`src/rtl/rom_arbiter_23128_if.sv`:
```
// rom_arbiter_23128_if: requester ports and 23128 ROM pins.
// slave = arbiter side, master = requesters plus the ROM.
interface rom_arbiter_23128_if #(
  parameter int ADDR_W = 14,
  parameter int DATA_W = 8
);
  logic              p0_req;
  logic [ADDR_W-1:0] p0_addr;
  logic              p0_done;
  logic [DATA_W-1:0] p0_rdata;
  logic              p1_req;
  logic [ADDR_W-1:0] p1_addr;
  logic              p1_done;
  logic [DATA_W-1:0] p1_rdata;
  logic [ADDR_W-1:0] rom_A;
  logic              rom_CS_b;
  logic              rom_OE_b;
  logic              rom_CE1_b;
  logic              rom_CE2_b;
  logic [DATA_W-1:0] rom_D;
  logic              busy;

  modport slave (
    input  p0_req, p0_addr, p1_req, p1_addr, rom_D,
    output p0_done, p0_rdata, p1_done, p1_rdata,
    output rom_A, rom_CS_b, rom_OE_b, rom_CE1_b, rom_CE2_b,
    output busy
  );

  modport master (
    output p0_req, p0_addr, p1_req, p1_addr, rom_D,
    input  p0_done, p0_rdata, p1_done, p1_rdata,
    input  rom_A, rom_CS_b, rom_OE_b, rom_CE1_b, rom_CE2_b,
    input  busy
  );
endinterface

```
`src/rtl/rom_arbiter_23128.sv`:
```
// rom_arbiter_23128: two-port sequencer/arbiter for a 23128 ROM.
// ROM_ARB_RR_EN selects round-robin; undefined gives port-0 priority.
module rom_arbiter_23128 #(
  parameter int WAIT_CYCLES = 2,
  parameter int ADDR_W      = 14,
  parameter int DATA_W      = 8
) (
  input logic clk,
  input logic rst,
  rom_arbiter_23128_if.slave bus
);
  typedef enum logic [1:0] {
    IDLE, SETUP, ACCESS, DONE
  } state_t;

  state_t            state, state_nx;
  logic [3:0]        cnt;
  logic              owner;
  logic              win;
  logic              grant;
  logic              cap;
  logic              cs_b, oe_b, ce_b;
  logic [ADDR_W-1:0] addr_q;
  logic [DATA_W-1:0] rd0, rd1;

`ifdef ROM_ARB_RR_EN
  logic last;

  // Winner: lone requester, else the port not served last.
  always_comb begin
    win = bus.p1_req & (~bus.p0_req | ~last);
  end

  // Last-served pointer; reset value makes port 0 favoured.
  always_ff @(posedge clk or posedge rst) begin
    if (rst)        last <= 1'b1;
    else if (grant) last <= win;
  end
`else
  // Winner: port 0 whenever it asks.
  always_comb begin
    win = ~bus.p0_req;
  end
`endif

  // State register.
  always_ff @(posedge clk or posedge rst) begin
    if (rst) state <= IDLE;
    else     state <= state_nx;
  end

  // Next state and ROM control strobes.
  always_comb begin
    state_nx = state;
    grant    = 1'b0;
    cap      = 1'b0;
    cs_b     = 1'b1;
    oe_b     = 1'b1;
    ce_b     = 1'b1;
    unique case (state)
      IDLE: begin
        if (bus.p0_req | bus.p1_req) begin
          grant    = 1'b1;
          state_nx = SETUP;
        end
      end
      SETUP: begin
        cs_b     = 1'b0;
        state_nx = ACCESS;
      end
      ACCESS: begin
        cs_b = 1'b0;
        oe_b = 1'b0;
        ce_b = 1'b0;
        if (cnt == 4'd0) begin
          cap      = 1'b1;
          state_nx = DONE;
        end
      end
      DONE: begin
        state_nx = IDLE;
      end
    endcase
  end

  // Access wait counter, loaded in SETUP.
  always_ff @(posedge clk or posedge rst) begin
    if (rst)
      cnt <= 4'd0;
    else if (state == SETUP)
      cnt <= 4'(WAIT_CYCLES - 1);
    else if (state == ACCESS && cnt != 4'd0)
      cnt <= cnt - 4'd1;
  end

  // Latch address and owner on grant.
  always_ff @(posedge clk or posedge rst) begin
    if (rst) begin
      addr_q <= '0;
      owner  <= 1'b0;
    end else if (grant) begin
      addr_q <= win ? bus.p1_addr : bus.p0_addr;
      owner  <= win;
    end
  end

  // Capture ROM data into the owner's read register only.
  always_ff @(posedge clk or posedge rst) begin
    if (rst) begin
      rd0 <= '0;
      rd1 <= '0;
    end else if (cap) begin
      if (owner) rd1 <= bus.rom_D;
      else       rd0 <= bus.rom_D;
    end
  end

  assign bus.rom_A     = addr_q;
  assign bus.rom_CS_b  = cs_b;
  assign bus.rom_OE_b  = oe_b;
  assign bus.rom_CE1_b = ce_b;
  assign bus.rom_CE2_b = ce_b;
  assign bus.p0_done   = (state == DONE) & ~owner;
  assign bus.p1_done   = (state == DONE) & owner;
  assign bus.p0_rdata  = rd0;
  assign bus.p1_rdata  = rd1;
  assign bus.busy      = (state != IDLE);
endmodule

```
`src/flat_wrapper.sv`:
```
// flat-port wrapper written by rule: the top's interface ports become plain ports
module rom_arbiter_23128_flat 
#(
  parameter int WAIT_CYCLES = 2,
  parameter int ADDR_W      = 14,
  parameter int DATA_W      = 8
)
  (clk, rst, bus_p0_req, bus_p0_addr, bus_p1_req, bus_p1_addr, bus_rom_D, bus_p0_done, bus_p0_rdata, bus_p1_done, bus_p1_rdata, bus_rom_A, bus_rom_CS_b, bus_rom_OE_b, bus_rom_CE1_b, bus_rom_CE2_b, bus_busy);
  rom_arbiter_23128_if #(.ADDR_W(ADDR_W), .DATA_W(DATA_W)) bus_i ();
  input logic clk;
  input logic rst;
  input wire logic [$bits(bus_i.p0_req)-1:0] bus_p0_req;
  input wire logic [$bits(bus_i.p0_addr)-1:0] bus_p0_addr;
  input wire logic [$bits(bus_i.p1_req)-1:0] bus_p1_req;
  input wire logic [$bits(bus_i.p1_addr)-1:0] bus_p1_addr;
  input wire logic [$bits(bus_i.rom_D)-1:0] bus_rom_D;
  output wire logic [$bits(bus_i.p0_done)-1:0] bus_p0_done;
  output wire logic [$bits(bus_i.p0_rdata)-1:0] bus_p0_rdata;
  output wire logic [$bits(bus_i.p1_done)-1:0] bus_p1_done;
  output wire logic [$bits(bus_i.p1_rdata)-1:0] bus_p1_rdata;
  output wire logic [$bits(bus_i.rom_A)-1:0] bus_rom_A;
  output wire logic [$bits(bus_i.rom_CS_b)-1:0] bus_rom_CS_b;
  output wire logic [$bits(bus_i.rom_OE_b)-1:0] bus_rom_OE_b;
  output wire logic [$bits(bus_i.rom_CE1_b)-1:0] bus_rom_CE1_b;
  output wire logic [$bits(bus_i.rom_CE2_b)-1:0] bus_rom_CE2_b;
  output wire logic [$bits(bus_i.busy)-1:0] bus_busy;
  assign bus_i.p0_req = bus_p0_req;
  assign bus_i.p0_addr = bus_p0_addr;
  assign bus_i.p1_req = bus_p1_req;
  assign bus_i.p1_addr = bus_p1_addr;
  assign bus_i.rom_D = bus_rom_D;
  assign bus_p0_done = bus_i.p0_done;
  assign bus_p0_rdata = bus_i.p0_rdata;
  assign bus_p1_done = bus_i.p1_done;
  assign bus_p1_rdata = bus_i.p1_rdata;
  assign bus_rom_A = bus_i.rom_A;
  assign bus_rom_CS_b = bus_i.rom_CS_b;
  assign bus_rom_OE_b = bus_i.rom_OE_b;
  assign bus_rom_CE1_b = bus_i.rom_CE1_b;
  assign bus_rom_CE2_b = bus_i.rom_CE2_b;
  assign bus_busy = bus_i.busy;
  rom_arbiter_23128 #(.WAIT_CYCLES(WAIT_CYCLES), .ADDR_W(ADDR_W), .DATA_W(DATA_W)) u_core (.clk(clk), .rst(rst), .bus(bus_i));
endmodule
```
`config.mk`:
```
export PLATFORM = sky130hd
export DESIGN_NAME = rom_arbiter_23128_flat
export DESIGN_NICKNAME = d
export VERILOG_FILES = /design/src/rtl/rom_arbiter_23128_if.sv /design/src/rtl/rom_arbiter_23128.sv /design/src/flat_wrapper.sv
export SDC_FILE = /design/constraint.sdc
export NUM_CORES = 1
export LEC_CHECK = 0
export ABC_AREA = 1
export ABC_CLOCK_PERIOD_IN_PS = 1260
export BUFFER_PORTS_ARGS = -buffer_cell sky130_fd_sc_hd__buf_2
export CAP_MARGIN = 20
export CORE_MARGIN = 2
export CORE_UTILIZATION = 43
export DETAILED_ROUTE_END_ITERATION = 8
export GPL_TIMING_DRIVEN = 0
export PLACE_DENSITY = 0.79
export SETUP_SLACK_MARGIN = 0.15
export SYNTH_ARGS = -nofsm -noshare
export SYNTH_HDL_FRONTEND = slang
export SYNTH_SLANG_ARGS = --single-unit
```
`constraint.sdc`:
```
create_clock -name clk -period 1.26 [get_ports clk]
set_input_delay 0.126 -clock clk [delete_from_list [all_inputs] [get_ports clk]]
set_output_delay 0.126 -clock clk [all_outputs]
set_load 0.02 [all_outputs]
```
Yosys cells after proc, flatten, opt, wreduce, memory -nomap -nowiden --
Index checks and enable logic that the tools add are counted.
Storage, ports and cells: logic and storage cells 39, flip-flop bits (word level) 37, output and inout port bits 37, bits of input ports 40
Cells by class: $add $sub $neg 1, bitwise operators 5, reductions and logical operators 10, mux-type cells 12, equal/unequal tests 5
Operator list (count):
- $mux W14 | 1
- $mux W4 | 2
- $pmux W2 S4 | 1
- $mux W1 | 6
- $reduce_and A2 Y1 | 3
- $eq A2 B2 Y1 const B | 2
- $logic_not A4 Y1 | 1
- $mux W2 | 2
- $ne A2 B1 Y1 const B | 2
- $reduce_bool A2 Y1 | 2
- $reduce_bool A4 Y1 | 1
- $sub A4 B1 Y4 const B | 1
- $and A1 B1 Y1 | 2
- $eq A2 B1 Y1 const B | 1
- $logic_not A2 Y1 | 1
- $not A1 Y1 | 2
- $reduce_or A2 Y1 | 1
- $logic_and A1 B1 Y1 | 1
- $or A1 B1 Y1 | 1

Longest topological paths before layout --
Gate-level depths: netlist of the first run.
depth after elaboration 4, depth in mapped cells 8, mapped depth without buffers 7

Worst setup path before layout of the first run --
Ideal clock, no wire load.
path type register to register, start point reg u_core.state[0], end point reg u_core.cnt[1], cell stages (with the launch flop) 8, arrival 1.374 ns, slack -0.231 ns, required time 1.143 ns, cell sequence dfrtp_1 inv_1 ha_1 inv_1 a21oi_2 nand2_1 nand2_1 nor2_1
Between the ends: word-level cells in the longest chain between the ends 3
Ends and longest elaborated chain:
- start: declaration | RTL line rom_arbiter_23128.sv:16 | state_t state, state_nx;
- start signal: assignment | RTL line rom_arbiter_23128.sv:49 | else state <= state_nx;
- $eq A2 B2 Y1 | RTL line rom_arbiter_23128.sv:92 | else if (state == ACCESS && cnt != 4'd0)
- $logic_and A1 B1 Y1 | RTL line rom_arbiter_23128.sv:92
- $reduce_bool A2 Y1 (no source line)
- end signal: assignment | RTL line rom_arbiter_23128.sv:91 | cnt <= 4'(WAIT_CYCLES - 1);
- end signal: assignment | RTL line rom_arbiter_23128.sv:93 | cnt <= cnt - 4'd1;
- end: declaration | RTL line rom_arbiter_23128.sv:17 | logic [3:0] cnt;
Parallel ways exist; a longest one is shown, timed or not. A chain may end at the register's enable or synchronous reset.

Final worst setup path of the first run --
start point reg u_core.state[0], end point out bus_rom_CE2_b
Between the ends: word-level cells in the longest chain between the ends 2
Ends and longest elaborated chain:
- $eq A2 B2 Y1 | RTL line rom_arbiter_23128.sv:60 | unique case (state)
- $mux W1 | RTL line rom_arbiter_23128.sv:60
- end: declaration | RTL line flat_wrapper.sv:25 | output wire logic [$bits(bus_i.rom_CE2_b)-1:0] bus_rom_CE2_b;
No other way between the ends.

==> results.tsv, run 1 <==
stage	metric	value	unit
pwr	Net Sw Power	3.61	mW
placed_design	placed cell area	2340	µm²
cts	clock latency on the worst-skew pair	0.29	ns
global_routing	Tot GR Track Use	19.9	%
global_routing	global-route wire length before repair	7.73	mm
worst_setup_path	CP Data Required Time	1.13	ns
synth	Yosys top cell by area	dfrtp_1	
synth	main combinational cell family by area after synthesis	simple AND/OR/NAND/NOR gates	
drt	Routed WL per cell	14.2	µm
sta	fin crit share	109	%
synth	Ys Warns	0	
synth	FF+latch count, synth	37	
floorplanning	Core Footprint	4060	µm²
worst_setup_path	Max FO, Critical Path	4	
finish	Ant. Diodes	0	
pwr	Reg power frac	28.3	%
synth	post-synthesis sequential area ratio	50.5	%
floorplanning	io pins	77	
synth	Synth Area in Adders	4.10	%
sta	Final WS setup	-0.118	ns
sta	crit path time final	1.38	ns
outcome	outcome	complete, but fails checks	
run	max cap viols	0	
drt	DRC errors left	0	
worst_setup_path	crit end category	output port	
sta	slew margin rel.	37.5	%
cts	root buf cell	clkbuf_8	
worst_setup_path	Worst Path Arrival	1.25	ns
worst_setup_path	CP dominant cell by count	buf_6	
finish	Post-Layout Cell Count	350	
sta	Slew Limit Fails	0	
worst_setup_path	flop2flop setup slack	-0.11	ns
synth	top cell type's share of synthesized area	50.5	%
cts	CTS Buf Count	5	
synth	mux cell area share after synthesis	0	%
drt	routed vias	1748	
synth	cells after synthesis	201	
placed_design	routability cong.	0.700	
drt	DR vias/cell	4.99	
sta	RSZ-0062 raised after global routing	true	
global_routing	largest net degree at the start of global routing	23	
worst_setup_path	slowest cell delay on critical path	0.41	ns
sta	Sum Neg Setup Slack	-1.76	ns
floorplanning	Rows	23	
cts	H-tree depth	2	
finish	nets	346	
cts	CTS Buffer Depth	2	
sta	Fin Hold WS	0.0293	ns
placed_design	dpl cells	327	
sta	slew at the pin closest to its max-slew limit	0.937	ns
drt	TritonRoute pass-1 iters	4	
pwr	combinational group share of total power	59.3	%
floorplanning	die width	69.3	µm
synth	Synth area leaders	dfrtp_1 51%, nand2_1 8.4%, o21ai_2 7.7%, nor2_1 7.2%, o31ai_1 5.7%	
synth	post-synthesis xor/xnor area fraction	0	%
drt	1st-iter DRT viols	41	
floorplanning	full die area	4800	µm²
synth	complex-gate fraction of the synthesized area	15.3	%
placed_design	IO buf count	75	
floorplanning	Starting Density	45.1	%
synth	Mapped Nets	247	
pwr	pwr/cell area	2770	nW/µm²
drt	DRT Wirelength	4.96	mm
drt	Routed Antenna Nets	0	
finish	Syn-to-layout area delta	60.0	%
cts	CTS sink cnt	37	
hold_path	HP Class	input pin to async pin	
global_routing	antenna violations before repair	0	
placed_design	Post-DP HPWL	3.05	mm
worst_setup_path	Worst Setup Start Kind	register	
pwr	clock network fraction of total power	12.4	%
worst_setup_path	CP max-delay cell	dfrtp_1	
outcome	failing checks	negative setup slack	
sta	skew final	0.00649	ns
sta	Setup violations, final	25	
cts	clock-pin slew of the registers on the worst-case setup and hold paths	0.08	ns
global_routing	vias in the first global route	1731	
pwr	Lkg Pwr	1.50	nW
floorplanning	Die Y	69.3	µm
finish	fin area	2930	µm²
synth	Synth cell types	21	
synth	Syn Area/Cell	9.11	µm²
global_routing	gr ovfl total	0	
synth	Post-Synthesis Cell Area	1830	µm²
pwr	Switching Fraction	44.5	%
pwr	maximum vdd drop	1.51	mV
worst_setup_path	CP cell instances	inv_2 > ha_4 > inv_4 > buf_6 > buf_6	
sta	Final Hold Vio Count	0	
sta	fmax	726	MHz
cts	CTS tree	built	
worst_setup_path	Crit Path Category	register to output port	
pwr	P_int	4.51	mW
finish	fraction of layout cells with a size suffix above 1	59.7	%
synth	Simple-Gate Fraction of Synth Area	21.2	%
registers in the layout, summed over array words and instances (netlist names):
signal and count:
u_core.bus.p1_rdata 8, u_core.state 2, u_core.owner 1, u_core.bus.p0_rdata 8, u_core.bus.rom_A 14, u_core.cnt 4
per-stage QoR:
step | power (mW) | util, % | setup slack, ns
after floorplan | 4.58 | - | 0.0712
after global placement | 5.48 | 57.0 | -0.198
after detailed placement | 5.61 | 57.6 | -0.102
after CTS | 7.44 | 67.1 | -0.108
after global routing | 8.58 | 72.2 | -0.165
final | 8.11 | 72.2 | -0.118
power groups by stage:
| stage | Combinational (mW) | Clock, mW | Sequential, mW |
|---|---|---|---|
| final | 4.81 | 1.01 | 2.30 |
| after global routing | 5.15 | 1.05 | 2.38 |
| after CTS | 4.22 | 1.00 | 2.21 |
| after detailed placement | 3.40 | 0 | 2.21 |
| after global placement | 3.30 | 0 | 2.18 |
| after floorplan | 1.80 | 0 | 2.77 |
worst max-delay path: cells and delay by family (launching register included):
kind | cells | cell delay (ns)
adders and majority gates | 1 | 0.17
buffers and inverters | 4 | 0.39
DFF | 1 | 0.41
cell usage in the layout (no fill, tap or decap), drive strengths merged:
master,count
o21ai,20
bufinv,1
a21oi,1
a31oi,1
nand3,6
ha,6
dfrtp,37
inv,23
nand4,1
nand2,46
clkinv,1
o31ai,14
clkbuf,6
nor2,36
buf,101
metal layers:
metal	up-vias	share of wire [%]	GRT usage, %
met1	828	39	24.2
met2	72	53	34.3
met4	0	1.4	6.54
met5	-	0	0
li1	840	-	-
met3	8	6.9	5.23
cell usage after synthesis:
master    n
nand4_1   1
o21ai_1   1
ha_1      6
nand2_2   5
nand2_1  41
nor2_1   35
inv_4     1
buf_6     2
inv_2     1
o21ai_0   3
o21ai_2  16
nand3_4   2
nand3_1   4
a21oi_2   1
o31ai_1  14
inv_1    21
dfrtp_1  37
buf_4     4
a31oi_1   1
nor2_4    1
buf_2     4
logic make-up (layout without fill, tap and decap cells):
family | after synthesis | in the layout
buffers and inverters | 33 | 132
adder cells (fa/ha/maj) | 6 | 6
flip-flops | 37 | 37
AO/OA/AOI/OAI | 36 | 36
AND/OR/NAND/NOR | 89 | 89
repair_timing:
action / in CTS / in global routing
buffers inserted: 10 / 2
cloned: 3 / 1
resized for setup: 48 / 37
pin swaps: 4 / 4
hold buffers: 0 / 0
endpoints found under the setup margin: 43 / 44
cell type report:
class                           instances  area [µm²]
Clock inverter                          2        35.0
Clock buffer                            5        68.8
Tap cell                               50        62.6
Inverter                               23        93.8
Sequential cell                        37         927
Timing Repair Buffer                   92         596
Multi-Input combinational cell        131        1030
Buffer                                 10         116
Fill cell                             282        1130
path summary, 6_finish.rpt:
path	cells past startpoint	startpoint	to
worst max register to register	7	u_core.state[0]	u_core.bus.p1_rdata[6]
max in group asynchronous	2	rst	u_core.state[1]
worst max-delay path	5	u_core.state[0]	bus_rom_CE2_b
worst min-delay path	2	rst	u_core.bus.rom_A[4]
min in group clk	3	bus_rom_D[0]	u_core.bus.p1_rdata[0]
worst min register to register	2	u_core.bus.p0_rdata[7]	u_core.bus.p0_rdata[7]
Power figures use the tool's default switching activity.
==> run 2: changes to the inputs <==
- SETUP_SLACK_MARGIN: 0.15 -> 0.02
==> run 2 against run 1 <==
The flow still finishes with violations (negative setup slack). Largest power group unchanged. Clock-buffer cell count rose by 2. Cell area is 1.4% higher. Clock power is 5% lower. Routed wire length shrank 1.5%. Global-route usage is 0.67 points lower. Non-clock buffer count up 1. Critical path depth unchanged. Setup slack improved by 0.011 ns. Hold slack better by 0.076 ns. First-iteration DRC count is 90% higher. Critical path type unchanged.
==> results.tsv, run 2 (synthesized netlist as in run 1, its figures left out) <==
stage	metric	value	unit
outcome	outcome	complete, but fails checks	
outcome	failing checks	negative setup slack	
placed_design	IO buf count	75	
worst_setup_path	Reg2Reg Launch Point	u_core.state[0]	
finish	commonest cells after routing, fill and taps aside	71 x buf_2, 36 x dfrtp_1, 35 x nor2_1	
floorplanning	Core Footprint	4060	µm²
finish	Post-Layout Cell Count	352	
drt	TritonRoute pass-1 iters	5	
worst_setup_path	slowest cell delay on critical path	0.41	ns
global_routing	antenna violations before repair	1	
finish	Syn-to-layout area delta	62.2	%
finish	max FFs per register	14	
run	max cap viols	0	
pwr	Lkg Pwr	1.49	nW
placed_design	Post-DP HPWL	3.02	mm
drt	DRC errors left	0	
cts	clock-pin slew of the registers on the worst-case setup and hold paths	0.08	ns
sta	fin crit share	108	%
finish	fin area	2970	µm²
sta	slew at the pin closest to its max-slew limit	0.479	ns
floorplanning	Die Y	69.3	µm
global_routing	global-route wire length before repair	7.37	mm
floorplanning	Starting Density	45.1	%
cts	H-tree depth	2	
pwr	maximum vdd drop	1.57	mV
drt	routed vias	1751	
cts	CTS Buffer Depth	2	
global_routing	gr ovfl total	0	
sta	Sum Neg Setup Slack	-1.19	ns
placed_design	placed cell area	2320	µm²
worst_setup_path	Max FO, Critical Path	4	
sta	slew margin rel.	68.0	%
drt	DR vias/cell	4.97	
worst_setup_path	Worst Setup Start Kind	register	
global_routing	Tot GR Track Use	19.2	%
hold_path	HP Start	bus_rom_D[6]	
worst_setup_path	WP buf/inv	4	
floorplanning	die width	69.3	µm
worst_setup_path	CP delay by family, top	flip-flops	
global_routing	vias in the first global route	1635	
worst_setup_path	Crit Path Category	register to output port	
pwr	pwr/cell area	2680	nW/µm²
floorplanning	Rows	23	
floorplanning	io pins	77	
sta	Setup violations, final	23	
finish	fraction of layout cells with a size suffix above 1	61.3	%
worst_setup_path	CP startpoint	u_core.state[0]	
cts	CTS Buf Count	5	
worst_setup_path	CP dominant cell by count	buf_6	
drt	Routed WL per cell	13.9	µm
worst_setup_path	CP Data Required Time	1.13	ns
placed_design	routability cong.	0.712	
sta	RSZ-0062 raised after global routing	true	
global_routing	largest net degree at the start of global routing	20	
worst_setup_path	crit end category	output port	
placed_design	dpl cells	327	
sta	Final Hold Vio Count	0	
finish	fill count	283	
cts	clock latency on the worst-skew pair	0.30	ns
finish	nets	347	
drt	1st-iter DRT viols	78	
drt	DRT Wirelength	4.89	mm
floorplanning	full die area	4800	µm²
worst_setup_path	CP max-delay cell	dfrtp_1	
finish	multi-input logic area	1040	µm²
cts	root buf cell	clkbuf_8	
finish	leading cell type in the layout, fill and taps excluded	buf_2	
finish	final core utilization	73.2	%
worst_setup_path	CP cell instances	inv_2 > ha_4 > inv_4 > buf_6 > buf_6	
sta	fmax	732	MHz
sta	Slew Limit Fails	0	
hold_path	HP Class	input pin to register	
worst_setup_path	Worst Path Arrival	1.24	ns
cts	CTS tree	built	
sta	skew final	0.0127	ns
cts	CTS sink cnt	37	
finish	Ant. Diodes	0	
finish	flip-flop and latch area	927	µm²
drt	Routed Antenna Nets	0	
sta	Final WS setup	-0.107	ns
sta	crit path time final	1.37	ns
==> run 2: cell types whose count changed in the layout (fill, tap and decap cells not counted), sizes merged <==
cell,delta
buf,+1
bufinv,-1
clkbuf,+1
clkinv,-1
clkinvlp,+1
dlygate4sd3,+1
==> run 2: per-stage QoR <==
stage	setup slack, ns	power, mW	hold slack [ns]
6_report	-0.107	7.97	0.105
5_1_grt	-0.166	8.48	0.100
4_1_cts	-0.111	7.03	0.0999
3_5_place_dp	-0.146	5.51	0.325
3_3_place_gp	-0.192	5.40	0.409
2_1_floorplan	0.0219	4.50	0.306
==> run 2: report_power, final <==
part / total (mW) / switching [mW] / internal, mW
combinational: 4.69 / 2.58 / 2.11
clock: 0.956 / 0.450 / 0.505
sequential: 2.33 / 0.536 / 1.79
total: 7.97 / 3.56 / 4.41
==> run 2: path summary, 6_finish.rpt <==
check,to,slack [ns],depth (start not counted)
setup / recovery,bus_rom_CE2_b,-0.11,5
hold / removal,u_core.bus.p0_rdata[6],0.11,3
setup reg to reg,u_core.bus.p1_rdata[3],-0.06,7
hold reg to reg,u_core.bus.p0_rdata[2],0.49,2
max in group asynchronous,u_core.bus.p1_rdata[2],0.42,4
min in group asynchronous,u_core.bus.rom_A[4],0.40,3
==> run 2: repair_timing <==
action	4_1_cts	5_1_grt
endpoints found under the hold margin	16	0
setup buffers	7	4
setup endpoints to repair	42	42
pin swaps	3	3
hold buffers	1	0
gates cloned	4	1
gates resized for setup	43	61
==> run 2: final cells by class <==
class                           instances  area share, %
Tap cell                               50           2.11
Clock inverter                          1          0.295
Multi-Input combinational cell        131           34.9
Clock buffer                            7           3.24
Sequential cell                        37           31.2
Inverter                               23           3.20
Buffer                                 10           3.71
Timing Repair Buffer                   93           21.3
==> run 2: per-layer routing <==
metal  routed length (µm)  track usage [%]  up-vias
li1                     -                -      845
met3                  373             6.10       11
met2                 2560             32.8       78
met4                   86             7.19        0
met1                 1870             22.6      817
met5                    0                0        -
==> run 2: tightest hold or removal path, cell delays in order <==
cell and delay, ns:
buf_2 0.09, inv_1 0.09, o21ai_2 0.06
==> run 3: changes to the inputs <==
- CELL_PAD_IN_SITES_DETAIL_PLACEMENT: unset -> 2
- CELL_PAD_IN_SITES_GLOBAL_PLACEMENT: unset -> 2
- CORE_ASPECT_RATIO: unset -> 1.25
- CORE_UTILIZATION: 43 -> 24
- PLACE_DENSITY: 0.79 -> 0.78
==> run 3 against run 2 <==
The flow finishes with violations (negative hold slack, negative setup slack). Register-to-register slack worse by 0.04 ns. Clock power grew 15%. Routed wire length grew 12%. Cell area down 9.5%. Sequential power is 5% lower. Clock skew fell by 0.0069 ns. Non-clock buffer count down 13. Hold slack worse by 0.12 ns. Largest cell class is now sequential cells.
==> results.tsv, run 3 (synthesized netlist as in run 1, its figures left out) <==
stage	metric	value	unit
floorplanning	Rows	35	
cts	clock latency on the worst-skew pair	0.29	ns
worst_setup_path	Worst Setup Start Kind	register	
sta	fin crit share	110	%
cts	H-tree depth	2	
worst_setup_path	end of the critical path	bus_rom_CE2_b	
placed_design	Post-DP HPWL	4.15	mm
worst_setup_path	CP Depth	5	
drt	DR vias/cell	4.51	
cts	root buf cell	clkbuf_8	
finish	leading cell type in the layout, fill and taps excluded	buf_2	
worst_setup_path	crit end category	output port	
sta	Final WS setup	-0.128	ns
finish	commonest cells after routing, fill and taps aside	70 x buf_2, 38 x nand2_1, 36 x dfrtp_1	
finish	multi-input logic area	862	µm²
cts	CTS sink cnt	37	
outcome	failing checks	negative hold slack, negative setup slack	
sta	crit path time final	1.39	ns
sta	Final Hold Vio Count	36	
cts	CTS Buf Count	5	
worst_setup_path	R2R cell count	7	
finish	nets	334	
pwr	maximum vdd drop	0.895	mV
sta	slew margin rel.	46.3	%
cts	clock-pin slew of the registers on the worst-case setup and hold paths	0.08	ns
worst_setup_path	CP delay by family, top	flip-flops	
worst_setup_path	flop2flop setup slack	-0.10	ns
worst_setup_path	CP max-delay cell	dfrtp_1	
finish	flip-flop and latch area	927	µm²
worst_setup_path	RR Endpoint	u_core.bus.p1_rdata[6]	
global_routing	largest net degree at the start of global routing	38	
drt	routed vias	1718	
sta	Slew Limit Fails	0	
sta	RSZ-0062 raised after global routing	true	
hold_path	HP Class	input pin to async pin	
sta	slew at the pin closest to its max-slew limit	0.805	ns
worst_setup_path	CP Data Required Time	1.13	ns
sta	fmax	721	MHz
global_routing	Tot GR Track Use	14.2	%
sta	Setup violations, final	26	
pwr	Lkg Pwr	1.37	nW
sta	Fin Hold WS	-0.0165	ns
floorplanning	Starting Density	24.8	%
finish	Ant. Diodes	0	
finish	Syn-to-layout area delta	46.9	%
cts	CTS Buffer Depth	2	
floorplanning	die width	82.1	µm
finish	fill count	863	
worst_setup_path	CP cell instances	inv_2 > ha_4 > inv_4 > buf_4 > buf_6	
finish	fraction of layout cells with a size suffix above 1	53.6	%
cts	hold buffers post-CTS	0	
placed_design	routability cong.	0.616	
pwr	pwr/cell area	2730	nW/µm²
drt	DRC errors left	0	
drt	Routed WL per cell	14.4	µm
cts	CTS tree	built	
worst_setup_path	CP startpoint	u_core.state[0]	
worst_setup_path	Reg2Reg Launch Point	u_core.state[0]	
floorplanning	full die area	8350	µm²
drt	Routed Antenna Nets	0	
finish	max FFs per register	14	
sta	skew final	0.00581	ns
global_routing	gr ovfl total	0	
worst_setup_path	Crit Path Category	register to output port	
run	max cap viols	0	
worst_setup_path	Worst Path Arrival	1.26	ns
global_routing	vias in the first global route	1828	
outcome	outcome	complete, but fails checks	
drt	TritonRoute pass-1 iters	4	
placed_design	dpl ws	-0.216	ns
worst_setup_path	WP buf/inv	4	
floorplanning	Core Footprint	7400	µm²
global_routing	antenna violations before repair	0	
drt	DRT Wirelength	5.49	mm
global_routing	global-route wire length before repair	8.83	mm
drt	1st-iter DRT viols	29	
worst_setup_path	Max FO, Critical Path	4	
placed_design	IO buf count	75	
worst_setup_path	slowest cell delay on critical path	0.42	ns
floorplanning	Die Y	102	µm
floorplanning	io pins	77	
run 3: what timing repair did:
item,4_1_cts,5_1_grt
pin swaps,2,1
buffers inserted,5,0
gates cloned,0,0
setup endpoints to repair,43,44
resized for setup,31,22
run 3: worst min path at each step:
stage | from | end | cells past startpoint
3_5_place_dp | rst | u_core.bus.rom_A[12] | 2
4_1_cts | rst | u_core.cnt[1] | 2
5_1_grt | rst | u_core.bus.p0_rdata[0] | 2
6_report | rst | u_core.bus.rom_A[12] | 2
2_1_floorplan | rst | u_core.bus.p0_rdata[0] | 1
3_3_place_gp | bus_rom_D[3] | u_core.bus.p0_rdata[3] | 3
run 3: layer usage:
metal	routed length [µm]	vias to the layer above	global-route usage (%)
met3	293	6	2.94
met1	1940	841	14.1
met2	3170	55	27.8
met5	0	-	0
met4	94	0	5.26
li1	-	816	-
run 3: power by group:
| group | leakage (nW) | internal [mW] | switching [mW] |
|---|---|---|---|
| Sequential | 0.444 | 1.79 | 0.433 |
| Clock | 0.0574 | 0.644 | 0.456 |
| Combinational | 0.868 | 1.65 | 2.37 |
| Total | 1.37 | 4.08 | 3.26 |
run 3: layout make-up:
class / count / area share (%)
Sequential cell: 37 / 34.5
Multi-Input combinational cell: 131 / 32.0
Timing Repair Buffer: 80 / 17.5
Tap cell: 92 / 4.28
Buffer: 10 / 3.86
Inverter: 23 / 3.40
Clock buffer: 6 / 3.07
Clock inverter: 2 / 1.40
run 3: stage by stage:
step                util [%]  total power [mW]  instance area (µm²)  instances  setup TNS (ns)
finish                  36.3              7.34                 2690        381           -1.75
CTS                     35.1              7.21                 2600        381           -3.21
floorplan                  -              4.50                 1860        201               0
detailed placement      31.7              5.70                 2350        368           -4.16
global placement        31.7              5.50                 2350        368          -15.15
global route            36.3              7.94                 2690        381           -4.11
